**config.mk**
```make
export PLATFORM = sky130hd
export DESIGN_NAME = stage_reg_fetch_flat
export DESIGN_NICKNAME = d
export VERILOG_FILES = /design/src/rtl/stage_reg_fetch_pkg.sv /design/src/rtl/stage_reg_fetch_if.sv /design/src/rtl/stage_reg_fetch.sv /design/src/flat_wrapper.sv
export SDC_FILE = /design/constraint.sdc
export NUM_CORES = 1
export LEC_CHECK = 0
export ABC_AREA = 1
export ABC_CLOCK_PERIOD_IN_PS = 1400
export CORE_UTILIZATION = 32
export CTS_CLUSTER_SIZE = 16
export DETAILED_ROUTE_END_ITERATION = 10
export GPL_TIMING_DRIVEN = 0
export HOLD_SLACK_MARGIN = 0.06
export SYNTH_ARGS = -nofsm -noshare
export SYNTH_HDL_FRONTEND = slang
export SYNTH_SLANG_ARGS = --single-unit
```
**constraint.sdc**
```tcl
create_clock -name clk -period 1.4 [get_ports clk]
set_input_delay 0.14 -clock clk [delete_from_list [all_inputs] [get_ports clk]]
set_output_delay 0.14 -clock clk [all_outputs]
set_load 0.02 [all_outputs]
```
**src/rtl/stage_reg_fetch_pkg.sv**
```systemverilog
// Shared definitions for the fetch/issue stage: field widths, the
// address-mode and opcode codes, and the fetch state encoding.
package stage_reg_fetch_pkg;

   localparam int unsigned OPC_W  = 5;
   localparam int unsigned MODE_W = 3;
   localparam int unsigned ADDR_W = 8;

   localparam logic [MODE_W-1:0] MODE_IMPLIED = 3'b000;
   localparam logic [OPC_W-1:0]  OPC_HALT     = 5'h1F;

   typedef enum logic [2:0] {
      F_OP,
      D_OP,
      D_DATA,
      ISSUE,
      HALT
   } fetch_state_t;

   // Any mode other than the implied one carries one operand byte.
   function automatic logic has_operand(input logic [MODE_W-1:0] mode,
                                        input logic [MODE_W-1:0] implied);
      return mode != implied;
   endfunction

endpackage

```
**src/rtl/stage_reg_fetch_if.sv**
```systemverilog
// Fetch -> execute bundle with its valid/complete handshake.
interface stage_reg_fetch_if
   import stage_reg_fetch_pkg::*;
   ();

   logic [OPC_W-1:0]  StageRegInstr_out;
   logic [MODE_W-1:0] StageRegAddrMode_out;
   logic [7:0]        StageRegData_out;
   logic [ADDR_W-1:0] StageRegPCtr_out;
   logic              StageValid;
   logic [ADDR_W-1:0] NextPctr;
   logic              StageComplete;

   // Fetch side: drives the bundle, receives completion and next PC.
   modport master (
      output StageRegInstr_out, StageRegAddrMode_out, StageRegData_out,
             StageRegPCtr_out, StageValid,
      input  NextPctr, StageComplete
   );

   // Execute side.
   modport slave (
      input  StageRegInstr_out, StageRegAddrMode_out, StageRegData_out,
             StageRegPCtr_out, StageValid,
      output NextPctr, StageComplete
   );

endinterface

```
**src/rtl/stage_reg_fetch.sv**
```systemverilog
// Fetch/issue stage: reads 1- or 2-byte instructions from a synchronous
// instruction memory, presents the decoded bundle to execute and holds it
// until StageComplete, then redirects to NextPctr or the interrupt vector.
module stage_reg_fetch
   import stage_reg_fetch_pkg::*;
#(
   parameter logic [ADDR_W-1:0] RESET_VECTOR = 8'h00,
   parameter logic [OPC_W-1:0]  HALT_OPCODE  = OPC_HALT,
   parameter logic [MODE_W-1:0] IMPLIED_MODE = MODE_IMPLIED
) (
   input  logic              clk,
   input  logic              reset,
   output logic [ADDR_W-1:0] imem_addr,
   input  logic [7:0]        imem_data,
   stage_reg_fetch_if.master stg,
   input  logic              irq_req,
   input  logic [ADDR_W-1:0] irq_vector,
   output logic              irq_ack,
   output logic [ADDR_W-1:0] irq_ret_pctr,
   output logic              halted
);

   fetch_state_t      state_q;
   logic [ADDR_W-1:0] pc_q;
   logic [OPC_W-1:0]  instr_q;
   logic [MODE_W-1:0] mode_q;
   logic [7:0]        data_q;
   logic [ADDR_W-1:0] pctr_q;
   logic              valid_q;
   logic              irq_pend_q;
   logic              irq_ack_q;
   logic [ADDR_W-1:0] irq_ret_q;
   logic              halted_q;
   logic              take_irq;

   // A request arriving on the same cycle as completion is taken at once.
   assign take_irq = irq_pend_q | irq_req;

   // Memory address follows the fetch state; the read returns next cycle.
   always_comb begin
      imem_addr = pc_q;
      case (state_q)
         F_OP:    imem_addr = pc_q;
         D_OP:    imem_addr = pc_q + 8'd1;
         D_DATA:  imem_addr = pc_q + 8'd1;
         default: imem_addr = pc_q;
      endcase
   end

   // Fetch FSM with registered bundle, interrupt and halt outputs.
   always_ff @(posedge clk) begin
      if (!reset) begin
         state_q    <= F_OP;
         pc_q       <= RESET_VECTOR;
         instr_q    <= '0;
         mode_q     <= '0;
         data_q     <= '0;
         pctr_q     <= '0;
         valid_q    <= 1'b0;
         irq_pend_q <= 1'b0;
         irq_ack_q  <= 1'b0;
         irq_ret_q  <= '0;
         halted_q   <= 1'b0;
      end else begin
         irq_ack_q <= 1'b0;
         if (irq_req && state_q != HALT) irq_pend_q <= 1'b1;
         case (state_q)
            F_OP: state_q <= D_OP;
            D_OP: begin
               instr_q <= imem_data[7:3];
               mode_q  <= imem_data[2:0];
               if (has_operand(imem_data[2:0], IMPLIED_MODE)) begin
                  state_q <= D_DATA;
               end else begin
                  data_q  <= '0;
                  pctr_q  <= pc_q + 8'd1;
                  valid_q <= 1'b1;
                  state_q <= ISSUE;
               end
            end
            D_DATA: begin
               data_q  <= imem_data;
               pctr_q  <= pc_q + 8'd2;
               valid_q <= 1'b1;
               state_q <= ISSUE;
            end
            ISSUE: begin
               if (stg.StageComplete) begin
                  valid_q <= 1'b0;
                  if (take_irq) begin
                     pc_q       <= irq_vector;
                     irq_ret_q  <= stg.NextPctr;
                     irq_ack_q  <= 1'b1;
                     irq_pend_q <= 1'b0;
                     state_q    <= F_OP;
                  end else if (instr_q == HALT_OPCODE) begin
                     halted_q <= 1'b1;
                     state_q  <= HALT;
                  end else begin
                     pc_q    <= stg.NextPctr;
                     state_q <= F_OP;
                  end
               end
            end
            default: state_q <= HALT;
         endcase
      end
   end

   assign stg.StageRegInstr_out    = instr_q;
   assign stg.StageRegAddrMode_out = mode_q;
   assign stg.StageRegData_out     = data_q;
   assign stg.StageRegPCtr_out     = pctr_q;
   assign stg.StageValid           = valid_q;
   assign irq_ack                  = irq_ack_q;
   assign irq_ret_pctr             = irq_ret_q;
   assign halted                   = halted_q;

endmodule
```
**src/flat_wrapper.sv**
```systemverilog
// flat-port wrapper written by rule: the top's interface ports become plain ports
module stage_reg_fetch_flat import stage_reg_fetch_pkg::*;
#(
   parameter logic [ADDR_W-1:0] RESET_VECTOR = 8'h00,
   parameter logic [OPC_W-1:0]  HALT_OPCODE  = OPC_HALT,
   parameter logic [MODE_W-1:0] IMPLIED_MODE = MODE_IMPLIED
)
  (clk, reset, imem_addr, imem_data, irq_req, irq_vector, irq_ack, irq_ret_pctr, halted, stg_StageRegInstr_out, stg_StageRegAddrMode_out, stg_StageRegData_out, stg_StageRegPCtr_out, stg_StageValid, stg_NextPctr, stg_StageComplete);
  stage_reg_fetch_if stg_i ();
  input  logic clk;
  input  logic reset;
  output logic [ADDR_W-1:0] imem_addr;
  input  logic [7:0] imem_data;
  input  logic irq_req;
  input  logic [ADDR_W-1:0] irq_vector;
  output logic irq_ack;
  output logic [ADDR_W-1:0] irq_ret_pctr;
  output logic halted;
  output wire logic [$bits(stg_i.StageRegInstr_out)-1:0] stg_StageRegInstr_out;
  output wire logic [$bits(stg_i.StageRegAddrMode_out)-1:0] stg_StageRegAddrMode_out;
  output wire logic [$bits(stg_i.StageRegData_out)-1:0] stg_StageRegData_out;
  output wire logic [$bits(stg_i.StageRegPCtr_out)-1:0] stg_StageRegPCtr_out;
  output wire logic [$bits(stg_i.StageValid)-1:0] stg_StageValid;
  input wire logic [$bits(stg_i.NextPctr)-1:0] stg_NextPctr;
  input wire logic [$bits(stg_i.StageComplete)-1:0] stg_StageComplete;
  assign stg_StageRegInstr_out = stg_i.StageRegInstr_out;
  assign stg_StageRegAddrMode_out = stg_i.StageRegAddrMode_out;
  assign stg_StageRegData_out = stg_i.StageRegData_out;
  assign stg_StageRegPCtr_out = stg_i.StageRegPCtr_out;
  assign stg_StageValid = stg_i.StageValid;
  assign stg_i.NextPctr = stg_NextPctr;
  assign stg_i.StageComplete = stg_StageComplete;
  stage_reg_fetch #(.RESET_VECTOR(RESET_VECTOR), .HALT_OPCODE(HALT_OPCODE), .IMPLIED_MODE(IMPLIED_MODE)) u_core (.clk(clk), .reset(reset), .imem_addr(imem_addr), .imem_data(imem_data), .stg(stg_i), .irq_req(irq_req), .irq_vector(irq_vector), .irq_ack(irq_ack), .irq_ret_pctr(irq_ret_pctr), .halted(halted));
endmodule
```
==> out/metrics.cfg <==
[floorplanning]
start_util = 0.335
boundaryPins = 71
dieHeight_um = 87.0
die_w_um = 87.0
die_area_mm2 = 0.00757
row_count = 30
core_mm2 = 0.00691

[timing]
grt_setup_unrepaired = yes
relSlewSlack = 0.636
fin_crit_sh = 1.17
tightest_slew_ps = 547
hold_violations = 0
skew_ps = 14.2
period_needed_ps = 1630
fmax_mhz = 612
finalWorstSetupSlack_ps = -234
drv_slew = 0
fin_tns_setup_ps = -3800
setup-violations-final = 25

[detailed_routing]
wirelength_mm = 7.04
ant_nets = 0
drc_errors = 0
drtIter0Drc = 124
vias = 2505
wl_per_cell_um = 12.9
viasPerCell = 4.59
dr.pass1.iters = 4

[cells_and_area]
areaGrowthSynthToFinish_pct = 65.7
fin_nets = 479
layout.cells.non_filler = 546
drive_gt1_frac = 0.251
fill_cells = 667
diodes = 0

[run]
cap_viol_max_count = 0

[yosys]
synth_edf_count = 0
ys_top_cells_by_area = dfxtp_1 (41%), nand2_1 (17%), a21oi_1 (8.4%)
syn_nets = 368
yosys_most_used_dff = dfxtp_1
yosysSeqAreaShare = 0.407
yosysMostFrequentCell = nand2_1
netlist_area_mm2 = 0.00231
synthAdderAreaFrac = 0.0108
syn_area_per_cell_um2 = 6.84
synth_seq_cells = 47
yosysUniqueCellTypes = 31
synth_xor_area_frac = 0.0189
synth_top_family_by_area = simple AND/OR/NAND/NOR gates
synth_top_area_share = 0.407
synth_common_cells = nand2_1 (103), dfxtp_1 (47), nor2_1 (40)
syn_inst = 338
synth_mux_area_frac = 0
synth.largest_area_cell = dfxtp_1
synth_warnings = 0
synth_simple_gate_area_share = 0.329
synth_compound_gate_area_share = 0.140
ys_async_sr_fraction = 0

[setup_path]
critical_path_peak_fanout = 6
worstPathRequired_ps = 1260
crit_type = reg2out
critical_path.top_delay_family = buffers and inverters
critical_path.startpoint_type = flip-flop
worstPathCellList = inv_6 -> buf_12 -> nand3b_4 -> nand2_8 -> buf_8 -> nand2_1 -> o21ai_1 -> buf_4
worstReg2RegStart = u_core.state_q[2]$_SDFFE_PN0P_
cp-end-kind = output pin
cp_num_buf_inv = 4
crit_slowest_cell = dfxtp_4
slowest_delay_ps = 370
crit_start = u_core.state_q[2]$_SDFFE_PN0P_
cp_data_arrival_time_ps = 1490

[cts]
root_buffer = clkbuf_8
clk_latency_ps = 320
clock_sink_count = 47
cts.clk_slew.worst_paths_ps = 90
cts_tree = done
cts_max_path_buffers = 2
htree_levels = 2
postCtsHoldBufs = 0
cts_buffers = 5

[global_routing]
use_met3 = 0.0332
grt_antenna_before_repair = 0
grt_util_all_layers = 0.182
grt_pass1_vias = 2344
grt_pass1_wl_mm = 10.8
grt_use_met2 = 0.307
grt_max_degree = 17
grtUsageMet1 = 0.236
busiest_layer = met2
grt.overflow.total = 0

[placement]
io_buffers = 70
gp_congestion = 0.785
placedCellCount = 504
post-dp-hpwl_mm = 4.44

[worst_hold_path]
hold_class = in2reg
hold_start = stg_NextPctr[7]

[run_status]
violations = setup timing
outcome = finished, violations left

[power_and_ir_drop]
p_leak_uw = 0.00189
irDropWorstVdd_uv = 557
power_density_mw_per_mm2 = 949

timing repair:
action	4_1_cts	5_1_grt
pin swaps	14	9
setup buffers	19	10
cloned	3	2
gates resized for setup	117	43
endpoints found under the setup margin	52	47
through the flow:
stage	power [uW]	utilization	setup slack, ps	hold slack [ps]	cell area (um2)
3_5_place_dp	2230	0.455	-801	453	3140
5_1_grt	3800	0.555	-302	394	3830
6_report	3640	0.555	-234	396	3830
3_3_place_gp	2220	0.455	-793	446	3140
2_1_floorplan	1910	-	-65.8	278	2320
4_1_cts	3570	0.521	-242	393	3600
metal layers:
layer	wire [um]	vias to the layer above
met5	0	-
met3	396	7
met2	3390	78
met1	3150	1139
met4	102	0
li1	-	1281
power breakdown:
group,internal [uW],switching [uW]
Sequential,1410,53.9
Clock,726,531
Combinational,430,488
Total,2570,1070
layout by cell type (no fill, tap or decap), types with 11 or more instances in the layout:
| cell type | instances |
|---|---|
| nand2_1 | 95 |
| buf_4 | 27 |
| o21ai_0 | 13 |
| inv_1 | 31 |
| nand3_1 | 11 |
| dlygate4sd2_1 | 24 |
| clkdlybuf4s50_1 | 28 |
| dfxtp_1 | 38 |
| nor2_1 | 35 |
| buf_6 | 15 |
| a21oi_1 | 35 |
sequential cells by signal, indices dropped and copies added (netlist names), 3 cells and up:
signal                           flops
u_core.stg.StageRegInstr_out         5
u_core.irq_ret_pctr                  8
u_core.state_q                       3
u_core.stg.StageRegData_out          8
u_core.pc_q                          8
u_core.stg.StageRegAddrMode_out      3
u_core.stg.StageRegPCtr_out          8
cell families (layout without fill, tap and decap cells):
family | Yosys count | count (layout)
simple gates | 172 | 172
fa+ha+maj | 2 | 2
buf+inv | 48 | 160
compound gates | 64 | 64
xor+xnor | 5 | 5
flops | 47 | 47
layout make-up:
cell class | instances | area (um2) | area share
plain buffers | 12 | 92.6 | 0.0242
clock buffers | 5 | 68.8 | 0.0180
clock inverters | 3 | 71.3 | 0.0186
inverters | 36 | 146 | 0.0382
multi-input cells | 243 | 1350 | 0.353
flip-flops and latches | 47 | 962 | 0.251
well taps | 96 | 120 | 0.0313
repair buffers | 103 | 1010 | 0.264
repair inverters | 1 | 7.51 | 0.00196
tightest hold or removal path, cell delays in order:
cell             delay, ps
clkdlybuf4s50_1        390
inv_1                   70
a21oi_1                 60
final timing paths:
path | depth (start not counted) | endpoint | slack (ps)
worst max-delay path | 8 | imem_addr[3] | -230
worst min register to register | 2 | u_core.stg.StageRegData_out[2]$_SDFFE_PN0P_ | 460
worst min-delay path | 3 | u_core.irq_ret_pctr[7]$_SDFFE_PN0P_ | 400
worst max register to register | 11 | u_core.stg.StageRegPCtr_out[3]$_SDFFE_PN0P_ | -160
Power figures use the tool's default switching activity.
==> variant 1, RTL diff (same flow settings) <==
`MODE_IMPLIED`: 3'b000 -> 3'b001.
--- a/src/rtl/stage_reg_fetch_pkg.sv
+++ b/src/rtl/stage_reg_fetch_pkg.sv
@@ -8,3 +8,3 @@
 
-   localparam logic [MODE_W-1:0] MODE_IMPLIED = 3'b000;
+   localparam logic [MODE_W-1:0] MODE_IMPLIED = 3'b001;
    localparam logic [OPC_W-1:0]  OPC_HALT     = 5'h1F;
Formal check against the unedited RTL: not equivalent (Yosys sat finds a counterexample within 4 cycles, from zero or initial values and one cycle with reset low).
==> variant 1 against the unedited design <==
Sequential cell count is the same; total power shrank 9.3%; utilization is 0.89 points higher; register-to-register slack better by 160 ps; highest routed layer unchanged; the flow still finishes with violations (negative setup slack); setup slack lost 19 ps; via count shrank 1.8%; final cell count down 0.37%; synthesized area is 0.11% lower; largest power group unchanged; final area is 1.0% higher; synthesized cell count shrank 0.59%; wire length rose by 0.99%.
==> variant 1: results (changes against the unedited design) <==
| Metric | Value |
|---|---|
| Setup violators final | 8 (-68%) |
| Half-perimeter wire length after detailed placement | 4614 µm (+4.0%) |
| Leading post-synthesis cells by cell area | dfxtp_1 41%, nand2_1 13%, nor2_1 11% |
| Number of warnings reported in the yosys synthesis log | 0 (unchanged) |
| Skew final | 10.68 ps (-3.522 ps) |
| Post-synthesis average cell area | 6.878 µm² (+0.49%) |
| Largest stage delay on the critical path | 410 ps (+40 ps) |
| Via count of the first global-routing pass | 2327 (-0.73%) |
| Routability-driven placement congestion ratio | 0.7970 (+1.6%) |
| Total number of H-tree levels | 2 (unchanged) |
| Static Leak | 1.910 nW (+0.87%) |
| Status | finished with violations |
| Most frequent cells after synthesis | 83 x nand2_1, 69 x nor2_1, 47 x dfxtp_1 |
| Drt total wl | 7112 µm (+0.99%) |
| Largest net degree at the start of global routing | 16 (-1) |
| Origin of the worst setup path | u_core.pc_q[1] |
| Post-DR wirelength/cell | 13.07 µm (+1.4%) |
| Post-layout nets | 477 (-0.42%) |
| DRT iter0 DRCs | 129 (+4.0%) |
| Post-synthesis net count | 366 (-0.54%) |
| Register clock-pin slew on the reported worst setup and hold paths | 100 ps |
| Antenna violations before repair | 0 (unchanged) |
| Placed cell count | 502 (-0.40%) |
| Count of cell types in the netlist | 28 (-9.7%) |
| Violated checks | negative setup slack |
| Least setup slack across all paths after layout | -252.9 ps (-19.24 ps) |
| Placement Cell Area | 3132 µm² (-0.28%) |
| Highest net fanout along the worst path | 5 (-1) |
| Launch instance of the worst min-delay path | imem_data[3] |
| Vias | 2460 (-1.8%) |
| Wire length of the first global-routing pass | 10970 µm (+1.2%) |
| Sequential area share after synthesis | 40.71% (+0.044 points) |
| Largest delay contributor family on the critical path | flip-flops |
| All-layer global routing usage | 18.50% (+0.31 points) |
| Setup WS pre-CTS | -726.7 ps (+74.35 ps) |
| Startpoint of the worst-slack reg-to-reg timing path | u_core.state_q[0] |
| Detailed Routing Iterations Pass 1 | 4 (unchanged) |
| FILL cells | 626 (-6.1%) |
| Share of final-layout standard cells stronger than drive strength 1 | 29.02% (+3.9 points) |
| Proportion of total power due to net switching | 32.47% (+3.0 points) |
| CP Data Arrival Time | 1510 ps (+20 ps) |
variant 1: cell types whose count changed in the layout (fill, tap and decap cells not counted), sizes merged, moves of 3 or more:
cell	delta
a21boi	+9
dlymetal6s2s	+4
a21oi	-21
clkinvlp	+3
nor2	+27
dlygate4sd2	-5
o21ai	+6
inv	-9
nand2	-17
variant 1: area by class of cell:
class / count / area, µm² / share of cell area (%)
Buffer: 13 / 117.6 / 3.037
Clock buffer: 6 / 72.57 / 1.874
Clock inverter: 2 / 16.27 / 0.4200
Inverter: 28 / 125.1 / 3.231
Multi-Input combinational cell: 248 / 1426 / 36.83
Sequential cell: 47 / 963.4 / 24.88
Tap cell: 96 / 120.1 / 3.102
Timing Repair Buffer: 103 / 1026 / 26.49
Timing Repair inverter: 1 / 5.005 / 0.1292
variant 1: logic make-up (layout without fill, tap and decap cells):
logic type,after synthesis,in the layout,share of synthesized area (%)
compound gates,60,60,14.45
xor+xnor,6,6,2.274
fa+ha+maj,2,2,1.083
buf+inv,41,153,8.608
flops,47,47,40.71
simple gates,180,180,32.86
variant 1: metrics by stage:
step	setup TNS (ps)	total power, mW
2_1_floorplan	-465.0	1.914
3_3_place_gp	-12820	2.254
3_5_place_dp	-12970	2.262
4_1_cts	-1769	3.165
5_1_grt	-3420	3.460
6_report	-1861	3.300
variant 1: final timing paths:
path,to,slack [ps],depth (start not counted)
hold reg to reg,u_core.stg.StageRegData_out[5],460,2
setup reg to reg,u_core.pc_q[7],0,9
setup / recovery,imem_addr[7],-250,6
hold / removal,u_core.stg.StageRegData_out[3],420,3
variant 1: timing repair:
item,CTS,global route
setup buffers,17,16
resized for setup,109,87
pin swaps,18,27
gates cloned,2,2
endpoints found under the hold margin,0,0
setup endpoints to repair,42,52
variant 1: metal layers:
metal / track usage (%) / routed length [µm] / up-vias
met3: 4.455 / 338 / 9
met1: 24.45 / 3222 / 1093
met4: 5.606 / 79 / 0
li1: - / - / 1290
met2: 29.78 / 3472 / 68
met5: 0 / 0 / -
variant 1: worst min-delay path: stages:
cell and delay, ps:
clkdlybuf4s50_1 420, nand2_1 70, a21oi_1 50
variant 1: power groups by stage:
stage	logic (mW)	registers (mW)	clock network [mW]
floorplan	0.341	1.57	0
global placement	0.758	1.50	0
detailed placement	0.763	1.50	0
CTS	0.823	1.47	0.876
global route	1.04	1.48	0.939
finish	0.966	1.47	0.865
==> variant 2, RTL diff (same flow settings) <==
Made on the original files. Reset style: asynchronous (`reset`), changed in one clocked block.
--- a/src/rtl/stage_reg_fetch.sv
+++ b/src/rtl/stage_reg_fetch.sv
@@ -50,3 +50,3 @@
    // Fetch FSM with registered bundle, interrupt and halt outputs.
-   always_ff @(posedge clk) begin
+   always_ff @(posedge clk or negedge reset) begin
       if (!reset) begin
Function: differs if reset is asserted again (counterexample within 4 cycles, from zero or initial values and one cycle with reset low); with reset held inactive, the same outputs for 10 cycles.
==> variant 2 against the unedited design <==
Critical endpoint is now imem_addr[5]; final area up 3.5%; synthesized area down 0.22%; largest cell class unchanged; sequential cell count unchanged; wire length down 4.2%; hold slack worse by 140 ps; count of clock-buffer cells in the layout unchanged; the flow still finishes with violations (negative setup slack); via count down 7.8%; setup slack worse by 73 ps; utilization up 2.3 points.
Power is not compared: it rests on default switching activity, and its combinational part moved more than twofold at a synthesized area within 25%.
==> variant 2: results (changes against the unedited design) <==
| Metric | Value |
|---|---|
| Detail Route met2 WL | 3321 µm (-2.0%) |
| CP Data Arrival Time | 1570 ps (+80 ps) |
| Half-perimeter wire length after detailed placement | 4265 µm (-3.9%) |
| Non-filler instance count after layout | 504 (-7.7%) |
| Startpoint of the worst-slack reg-to-reg timing path | u_core.state_q[2] |
| Synthesized-area fraction occupied by ao, oa, aoi and oai cells | 8.726% (-5.2 points) |
| Number of sequential cells | 47 (unchanged) |
| Primary flip-flop cell chosen by synthesis mapping | dfrtp_1 |
| Highest net fanout along the worst path | 5 (-1) |
| Post-Synth Adder-Cell Area | 1.084% (+0.0023 points) |
| Total number of multi-input combinational cells | 210 (-14%) |
| Fraction of registers with async set/reset | 100.0% (+100 points) |
| Slowest cell on the critical path | dfrtp_2 |
| Via count of the first global-routing pass | 2178 (-7.1%) |
| Post-synthesis average cell area | 7.773 µm² (+14%) |
| All-layer global routing usage | 18.01% (-0.19 points) |
| Number of signal-net inverters in the final layout | 34 (-8.1%) |
| Post-synthesis net count | 327 (-11%) |
| Origin of the worst setup path | u_core.state_q[2] |
| Setup violators final | 41 (+64%) |
| Clock-cell share | 2.839% (-0.82 points) |
| Worst R2R End | u_core.stg.StageRegData_out[0] |
| Share of final-layout standard cells stronger than drive strength 1 | 34.56% (+9.4 points) |
| Post-layout nets | 437 (-8.8%) |
| Most frequent cells after synthesis | 126 x nand2_1, 47 x dfrtp_1, 33 x inv_1 |
| Vias | 2309 (-7.8%) |
| Worst setup path endpoint | imem_addr[5] |
| Leading post-synthesis cells by cell area | dfrtp_1 51%, nand2_1 20%, o21ai_0 6.1% |
| Least setup slack across all paths after layout | -306.7 ps (-73.03 ps) |
| Largest net degree at the start of global routing | 36 (+19) |
| Insertion delay of the later-clocked pin in the worst-skew pair | 300 ps (-20 ps) |
| Plain + repair buffers | 109 (-5.2%) |
| Register-to-register setup slack | -220 ps (-60 ps) |
| Xor and xnor fraction of the mapped netlist area | 2.276% (+0.38 points) |
| Post-DR wirelength/cell | 13.38 µm (+3.8%) |
| Skew final | 7.660 ps (-6.542 ps) |
| Routability-driven placement congestion ratio | 0.7957 (+1.4%) |
| Violated checks | negative setup slack |
| Met3 capacity usage during global routing | 4.076% (+0.76 points) |
| Largest stage delay on the critical path | 470 ps (+100 ps) |
| Detailed-route wire length on metal 1 | 2965 µm (-6.0%) |
| Status | finished with violations |
| Detailed Routing Iterations Pass 1 | 6 (+2) |
| Sequential area share after synthesis | 50.95% (+10 points) |
| Combined area of the multi-input logic cells | 1316 µm² (-2.7%) |
| Type of the tightest min-delay check | in2async |
| Largest delay contributor family on the critical path | flip-flops |
| Count of cell types in the netlist | 25 (-19%) |
| Depth of the worst register-to-register path | 10 (-1) |
| Total number of H-tree levels | 2 (unchanged) |
| Global routing usage on met1 | 23.23% (-0.33 points) |
| Placed cell count | 464 (-7.9%) |
| FILL cells | 615 (-7.8%) |
-- variant 2: cell count changes in the layout (fill, tap and decap cells not counted), moves of 7 or more --
| cell | unedited run | this run |
|---|---|---|
| dfxtp_1 | 38 | 0 |
| dlygate4sd2_1 | 24 | 34 |
| a21oi_1 | 35 | 0 |
| nand2_2 | 7 | 32 |
| dlymetal6s2s_1 | 10 | 1 |
| nand2_1 | 95 | 87 |
| buf_4 | 27 | 17 |
| nor2_1 | 35 | 2 |
| dfrtp_1 | 0 | 40 |
| dfrtp_2 | 0 | 7 |
| o21ai_2 | 1 | 10 |
-- variant 2: report_power, final --
part / switching, mW / leakage [nW] / internal, mW
Sequential: 0.0316 / 0.573 / 1.39
Combinational: 0.183 / 1.38 / 0.172
Clock: 0.474 / 0.0581 / 0.532
-- variant 2: worst min path at each step --
stage	from	slack [ps]	endpoint	cells after the start
4_1_cts	reset	260	u_core.irq_ack	2
3_3_place_gp	u_core.stg.StageRegData_out[2]	470	u_core.stg.StageRegData_out[2]	2
2_1_floorplan	reset	-160	u_core.halted	0
6_report	reset	250	u_core.irq_ack	2
5_1_grt	reset	290	u_core.irq_ret_pctr[7]	2
3_5_place_dp	reset	60	u_core.irq_ack	1
-- variant 2: what timing repair did --
item / CTS / global route
gates cloned: 2 / 1
setup endpoints to repair: 62 / 42
hold buffers: 1 / 0
resized for setup: 140 / 64
pin swaps: 23 / 36
hold endpoints to repair: 33 / 0
setup buffers: 19 / 10
-- variant 2: through the flow --
step | instance area, µm² | setup WS, ps | TNS (ps)
final | 3966 | -306.7 | -6402
after global routing | 3966 | -374.6 | -9186
after CTS | 3654 | -312.0 | -2747
after detailed placement | 3179 | -705.5 | -8584
after global placement | 3164 | -1201 | -63790
after floorplan | 2344 | -14.36 | -25.51
